`config.mk`:
```
export PLATFORM = sky130hd
export DESIGN_NAME = tt_uart_core
export DESIGN_NICKNAME = d
export VERILOG_FILES = /design/src/rtl/tt_uart_core.sv
export SDC_FILE = /design/constraint.sdc
export NUM_CORES = 1
export LEC_CHECK = 0
export BUFFER_PORTS_ARGS = -buffer_cell sky130_fd_sc_hd__buf_2
export CELL_PAD_IN_SITES_DETAIL_PLACEMENT = 0
export CELL_PAD_IN_SITES_GLOBAL_PLACEMENT = 2
export CORE_UTILIZATION = 43
export CTS_CLUSTER_SIZE = 14
export DETAILED_ROUTE_END_ITERATION = 10
export GPL_ROUTABILITY_DRIVEN = 0
export PLACE_DENSITY = 0.95
export SLEW_MARGIN = 20
export SYNTH_ARGS = -nofsm -noshare
export SYNTH_HDL_FRONTEND = slang
export SYNTH_SLANG_ARGS = --single-unit
```
`constraint.sdc`:
```
create_clock -name clk -period 3.16 [get_ports clk]
set_input_delay 0.316 -clock clk [delete_from_list [all_inputs] [get_ports clk]]
set_output_delay 0.316 -clock clk [all_outputs]
set_load 0.05 [all_outputs]
```
`src/rtl/tt_uart_core.sv`:
```
// 8N1 UART transceiver with a shared 16x oversample tick.
// The receive holding register carries framing-error and overrun flags.
module tt_uart_core #(
    parameter int CLK_DIV = 27,
    parameter int CNT_W   = 16
) (
    input  logic       clk,
    input  logic       reset,
    input  logic       ld_tx_data,
    input  logic [7:0] tx_data,
    input  logic       tx_enable,
    output logic       tx_out,
    output logic       tx_empty,
    input  logic       uld_rx_data,
    output logic [7:0] rx_data,
    input  logic       rx_enable,
    input  logic       rx_in,
    output logic       rx_empty,
    output logic       rx_frame_err,
    output logic       rx_overrun
);

    localparam logic [CNT_W-1:0] DIV_LAST = CNT_W'(CLK_DIV - 1);

    typedef enum logic [2:0] {
        TX_IDLE,
        TX_WAIT,
        TX_START,
        TX_DATA,
        TX_STOP
    } tx_state_e;

    typedef enum logic [2:0] {
        RX_IDLE,
        RX_START,
        RX_DATA,
        RX_STOP,
        RX_BREAK
    } rx_state_e;

    logic [CNT_W-1:0] div_q, div_d;
    logic             tick;

    tx_state_e  tx_state_q, tx_state_d;
    logic [3:0] tx_tcnt_q, tx_tcnt_d;
    logic [2:0] tx_idx_q, tx_idx_d;
    logic [7:0] tx_shift_q, tx_shift_d;
    logic       tx_out_q, tx_out_d;
    logic       tx_empty_q, tx_empty_d;
    logic       tx_bit_end;

    logic       rx_meta_q, rx_meta_d;
    logic       rx_line_q, rx_line_d;
    rx_state_e  rx_state_q, rx_state_d;
    logic [3:0] rx_tcnt_q, rx_tcnt_d;
    logic [2:0] rx_idx_q, rx_idx_d;
    logic [7:0] rx_shift_q, rx_shift_d;
    logic [7:0] rx_data_q, rx_data_d;
    logic       rx_empty_q, rx_empty_d;
    logic       rx_fe_q, rx_fe_d;
    logic       rx_ov_q, rx_ov_d;
    logic       rx_mid;
    logic       rx_start_mid;
    logic       rx_deliver;

    // State registers
    always_ff @(posedge clk or posedge reset) begin
        if (reset) begin
            div_q      <= '0;
            tx_state_q <= TX_IDLE;
            tx_tcnt_q  <= '0;
            tx_idx_q   <= '0;
            tx_shift_q <= '0;
            tx_out_q   <= 1'b1;
            tx_empty_q <= 1'b1;
            rx_meta_q  <= 1'b1;
            rx_line_q  <= 1'b1;
            rx_state_q <= RX_IDLE;
            rx_tcnt_q  <= '0;
            rx_idx_q   <= '0;
            rx_shift_q <= '0;
            rx_data_q  <= '0;
            rx_empty_q <= 1'b1;
            rx_fe_q    <= 1'b0;
            rx_ov_q    <= 1'b0;
        end else begin
            div_q      <= div_d;
            tx_state_q <= tx_state_d;
            tx_tcnt_q  <= tx_tcnt_d;
            tx_idx_q   <= tx_idx_d;
            tx_shift_q <= tx_shift_d;
            tx_out_q   <= tx_out_d;
            tx_empty_q <= tx_empty_d;
            rx_meta_q  <= rx_meta_d;
            rx_line_q  <= rx_line_d;
            rx_state_q <= rx_state_d;
            rx_tcnt_q  <= rx_tcnt_d;
            rx_idx_q   <= rx_idx_d;
            rx_shift_q <= rx_shift_d;
            rx_data_q  <= rx_data_d;
            rx_empty_q <= rx_empty_d;
            rx_fe_q    <= rx_fe_d;
            rx_ov_q    <= rx_ov_d;
        end
    end

    always_comb begin
        tick  = (div_q == DIV_LAST);
        div_d = tick ? '0 : div_q + CNT_W'(1);
    end

    // TX next state
    always_comb begin
        tx_bit_end = tick && (tx_tcnt_q == 4'd15);
        tx_state_d = tx_state_q;
        unique case (tx_state_q)
            TX_IDLE:  if (ld_tx_data && tx_enable) tx_state_d = TX_WAIT;
            TX_WAIT:  if (tick) tx_state_d = TX_START;
            TX_START: if (tx_bit_end) tx_state_d = TX_DATA;
            TX_DATA:  if (tx_bit_end && tx_idx_q == 3'd7) tx_state_d = TX_STOP;
            TX_STOP:  if (tx_bit_end) tx_state_d = TX_IDLE;
            default:  tx_state_d = TX_IDLE;
        endcase
    end

    // TX outputs and datapath
    always_comb begin
        tx_tcnt_d  = tx_tcnt_q;
        tx_idx_d   = tx_idx_q;
        tx_shift_d = tx_shift_q;
        tx_out_d   = tx_out_q;
        tx_empty_d = tx_empty_q;
        unique case (tx_state_q)
            TX_IDLE: begin
                tx_tcnt_d = '0;
                tx_idx_d  = '0;
                tx_out_d  = 1'b1;
                if (ld_tx_data && tx_enable) begin
                    tx_shift_d = tx_data;
                    tx_empty_d = 1'b0;
                end
            end
            TX_WAIT: begin
                tx_tcnt_d = '0;
                if (tick) tx_out_d = 1'b0;
            end
            TX_START: begin
                if (tick) tx_tcnt_d = tx_tcnt_q + 4'd1;
                if (tx_bit_end) begin
                    tx_out_d = tx_shift_q[0];
                    tx_idx_d = '0;
                end
            end
            TX_DATA: begin
                if (tick) tx_tcnt_d = tx_tcnt_q + 4'd1;
                if (tx_bit_end) begin
                    if (tx_idx_q == 3'd7) begin
                        tx_out_d = 1'b1;
                    end else begin
                        tx_idx_d = tx_idx_q + 3'd1;
                        tx_out_d = tx_shift_q[tx_idx_q + 3'd1];
                    end
                end
            end
            TX_STOP: begin
                if (tick) tx_tcnt_d = tx_tcnt_q + 4'd1;
                if (tx_bit_end) tx_empty_d = 1'b1;
            end
            default: begin
                tx_out_d   = 1'b1;
                tx_empty_d = 1'b1;
            end
        endcase
    end

    always_comb begin
        rx_meta_d = rx_in;
        rx_line_d = rx_meta_q;
    end

    // RX next state
    always_comb begin
        rx_mid       = tick && (rx_tcnt_q == 4'd15);
        rx_start_mid = tick && (rx_tcnt_q == 4'd7);
        rx_state_d   = rx_state_q;
        if (!rx_enable) begin
            rx_state_d = RX_IDLE;
        end else begin
            unique case (rx_state_q)
                RX_IDLE:
                    if (tick && !rx_line_q) rx_state_d = RX_START;
                RX_START:
                    if (rx_start_mid)
                        rx_state_d = rx_line_q ? RX_IDLE : RX_DATA;
                RX_DATA:
                    if (rx_mid && rx_idx_q == 3'd7) rx_state_d = RX_STOP;
                RX_STOP:
                    if (rx_mid) rx_state_d = rx_line_q ? RX_IDLE : RX_BREAK;
                RX_BREAK:
                    if (rx_line_q) rx_state_d = RX_IDLE;
                default:
                    rx_state_d = RX_IDLE;
            endcase
        end
    end

    // RX outputs and holding register
    always_comb begin
        rx_tcnt_d  = rx_tcnt_q;
        rx_idx_d   = rx_idx_q;
        rx_shift_d = rx_shift_q;
        rx_data_d  = rx_data_q;
        rx_empty_d = rx_empty_q;
        rx_fe_d    = rx_fe_q;
        rx_ov_d    = rx_ov_q;
        rx_deliver = 1'b0;
        if (!rx_enable) begin
            rx_tcnt_d = '0;
        end else begin
            unique case (rx_state_q)
                RX_START: begin
                    rx_idx_d = '0;
                    if (tick)
                        rx_tcnt_d = rx_start_mid ? 4'd0 : rx_tcnt_q + 4'd1;
                end
                RX_DATA: begin
                    if (tick) rx_tcnt_d = rx_tcnt_q + 4'd1;
                    if (rx_mid) begin
                        rx_shift_d = {rx_line_q, rx_shift_q[7:1]};
                        rx_idx_d   = rx_idx_q + 3'd1;
                    end
                end
                RX_STOP: begin
                    if (tick) rx_tcnt_d = rx_tcnt_q + 4'd1;
                    rx_deliver = rx_mid;
                end
                default: rx_tcnt_d = '0;
            endcase
        end
        if (uld_rx_data) begin
            rx_empty_d = 1'b1;
            rx_fe_d    = 1'b0;
            rx_ov_d    = 1'b0;
        end
        // An unload in the same clk retires the old byte, so no overrun.
        if (rx_deliver) begin
            rx_data_d  = rx_shift_q;
            rx_empty_d = 1'b0;
            rx_fe_d    = ~rx_line_q;
            if (!rx_empty_q && !uld_rx_data) rx_ov_d = 1'b1;
        end
    end

    assign tx_out       = tx_out_q;
    assign tx_empty     = tx_empty_q;
    assign rx_data      = rx_data_q;
    assign rx_empty     = rx_empty_q;
    assign rx_frame_err = rx_fe_q;
    assign rx_overrun   = rx_ov_q;

endmodule

```
==> run metrics <==
Worst Skew 0.00619 ns; via count 2316; fmax 450 MHz; Via density 5.48; pin count of the biggest net entering global routing 68; CTS Buf Count 9; clock-pin slew on the worst setup and hold paths 0.07 ns; fin crit period 2.22 ns; Pwr Density 457 nW/um^2; Post-Syn Area 3260 um^2; EDFF count, synth 0; share of layout cells above drive strength 1 27.5%; Syn Inst Count 290; distinct cell type count of the synthesized netlist 50; fin. max-slew vios 0; worst slew pin tran 0.819 ns; worst slack at placement 0.914 ns; Detail Route Antenna Nets 0; Overflow after GRT 0; worst setup margin 0.939 ns; Critical Path, Cell by Cell inv_1 > ha_1 > nor4b_4 > nand4_2 > nor4_2 > buf_4 > mux2_2; share of the yosys chip area belonging to registers 51.7%; chip height 89.0 um; setup bufs post-CTS 0; CTS tree yes; row count 31; I/O pin total 28; max cap viols 0; Worst setup EP type flip-flop; Hold WC Path Type input port to flip-flop; Total Wirelength 5.98 mm; Syn Area/Cell 11.2 um^2; die width 89.0 um; #FFs+latches synth 67; critical path data required time 3.39 ns; CORE AREA 7290 um^2; initial detailed-routing violation count 162; Max FO, Critical Path 11; final setup fails 0; crit share post-route 70.3%; Slowest-stage cell, CP dfrtp_1; critical path type flip-flop to flip-flop; worst vdd ir 0.203 mV; drt pass-1 iters 4; worst-skew pair later-pin latency 0.34 ns; CP peak stage delay 0.44 ns; Layout area overhead 13.2%; relative slew slack 45.4%; Worst setup SP type flip-flop; CTS Buffer Depth 2; overall global routing resource usage 17.4%; Worst EP arrival 2.45 ns; Syn Nets 313; commonest non-fill, non-tap cells in the layout dfrtp_1 (62), buf_2 (27), mux2_2 (25); Final Hold Vio Count 0; RSZ-0062 raised after global routing false; Starting Density 44.6%; global-route wire length before repair 10.5 mm; main flop type after synthesis dfrtp_1; die footprint 7920 um^2; H-tree depth 3; number of global-route vias before repair 2237; ant diodes 0; clk sink count 67; setup TNS 0 ns; Post-CTS Resized 0; most common cell after layout, fill and taps aside dfrtp_1; synth warn 0; ys async rst share 100%; static leakage 1.75 nW; Buffers on Ports 27; Root Buffer clkbuf_8; DP HPWL 4.12 mm; fillcell total 683; CTS Hold Bufs 0; WL/cell 14.1 um; Layout Nets 342; initial antenna violation count 0; outcome finished, final reports clean; Remaining DRCs 0
## power breakdown
part / total [mW] / leakage, nW / switching [mW] / internal [mW]
registers: 0.895 / 0.886 / 0.0129 / 0.882
clock network: 0.714 / 0.0881 / 0.347 / 0.368
logic: 0.0739 / 0.776 / 0.0415 / 0.0324
## worst paths after layout
| path | slack (ns) | cells after the start | end | startpoint |
|---|---|---|---|---|
| max | 0.94 | 7 | rx_data[0] | div_q[0] |
| min | 0.07 | 1 | rx_line_d | rx_in |
| max reg2reg | 0.94 | 7 | rx_data[0] | div_q[0] |
| min reg2reg | 0.36 | 0 | rx_line_q | rx_line_d |
| max in group asynchronous | 2.42 | 3 | div_q[12] | reset |
| min in group asynchronous | 0.21 | 3 | tx_tcnt_q[3] | reset |
## flip-flops by register name, indices dropped and copies added, names as in the netlist
name,flops
rx_state_q,3
rx_data,8
rx_line_d,1
tx_shift_q,8
tx_idx_q,3
tx_tcnt_q,4
rx_line_q,1
rx_idx_q,3
tx_out,1
tx_state_q,3
rx_overrun,1
rx_frame_err,1
rx_tcnt_q,4
tx_empty,1
rx_shift_q,8
div_q,16
rx_empty,1
## per-stage QoR
| step | power, mW | cell area (um^2) | hold WS [ns] | utilization [%] | std cells |
|---|---|---|---|---|---|
| floorplan | 0.961 | 3260 | 0.320 | - | 290 |
| global placement | 0.986 | 3480 | 0.347 | 47.8 | 407 |
| detailed placement | 0.988 | 3480 | 0.347 | 47.8 | 407 |
| CTS | 1.71 | 3690 | 0.0515 | 50.5 | 423 |
| global route | 1.75 | 3690 | 0.0514 | 50.5 | 423 |
| finish | 1.68 | 3690 | 0.0692 | 50.5 | 423 |
## Yosys cell counts, drive strengths merged (2+ instances only)
cell     n  share of area [%]
xor2     6                1.6
nor4     6                1.5
a211oi   2               0.46
inv      6               0.69
a22o     3               0.81
xnor2   11                3.0
dfstp    5                4.0
a21oi   10                1.5
mux4     2                1.4
nor3    11                1.8
nor2b    4               0.77
mux2    28                9.7
o21ai    8                1.2
nand4    6                1.3
a31oi    3               0.58
nand2   22                2.6
nand2b   3               0.58
dfrtp   62                 48
nor4b    4                1.5
a311oi   4                1.1
buf      4               0.69
nor2    24                2.8
clkbuf   8               0.92
and3     9                1.7
or3      2               0.38
nand3   10                1.5
and4     3               0.81
ha       8                3.1
o21bai   2               0.46
## kinds of logic (layout without fill, tap and decap cells)
kind of cell    Yosys count  in the layout  synth area share, %
buf+inv                  18             52                 2.31
fa+ha+maj                 8              8                 3.07
mux                      31             31                 11.4
xor+xnor                 17             17                 4.57
flops                    67             67                 51.7
compound gates           41             41                 8.53
simple gates            108            108                 18.4
## worst max-delay path, delay by kind of cell, from the launching register on
family,cells,cell delay (ns)
muxes,1,0.36
buffers and inverters,2,0.31
adders and majority gates,1,0.17
DFF,1,0.44
and+or+nand+nor,3,0.82
## area by class of cell
type                       instances  area [um^2]  area share (%)
sequential                        67         1680            45.7
multi-input combinational        205         1500            40.6
timing repair buffer              30          158            4.28
clock buffer                       9          124            3.36
tap                               99          124            3.36
clock inverter                     7         77.6            2.10
inverter                           6         22.5           0.611
## layer usage
layer | GRT usage [%] | vias up | part of all wire (%)
met5 | 0 | - | 0
met4 | 7.94 | 0 | 1.5
met3 | 4.52 | 7 | 3.5
met2 | 27.2 | 38 | 47
met1 | 22.8 | 1157 | 48
li1 | - | 1114 | -
(Power assumes the default switching activity.)
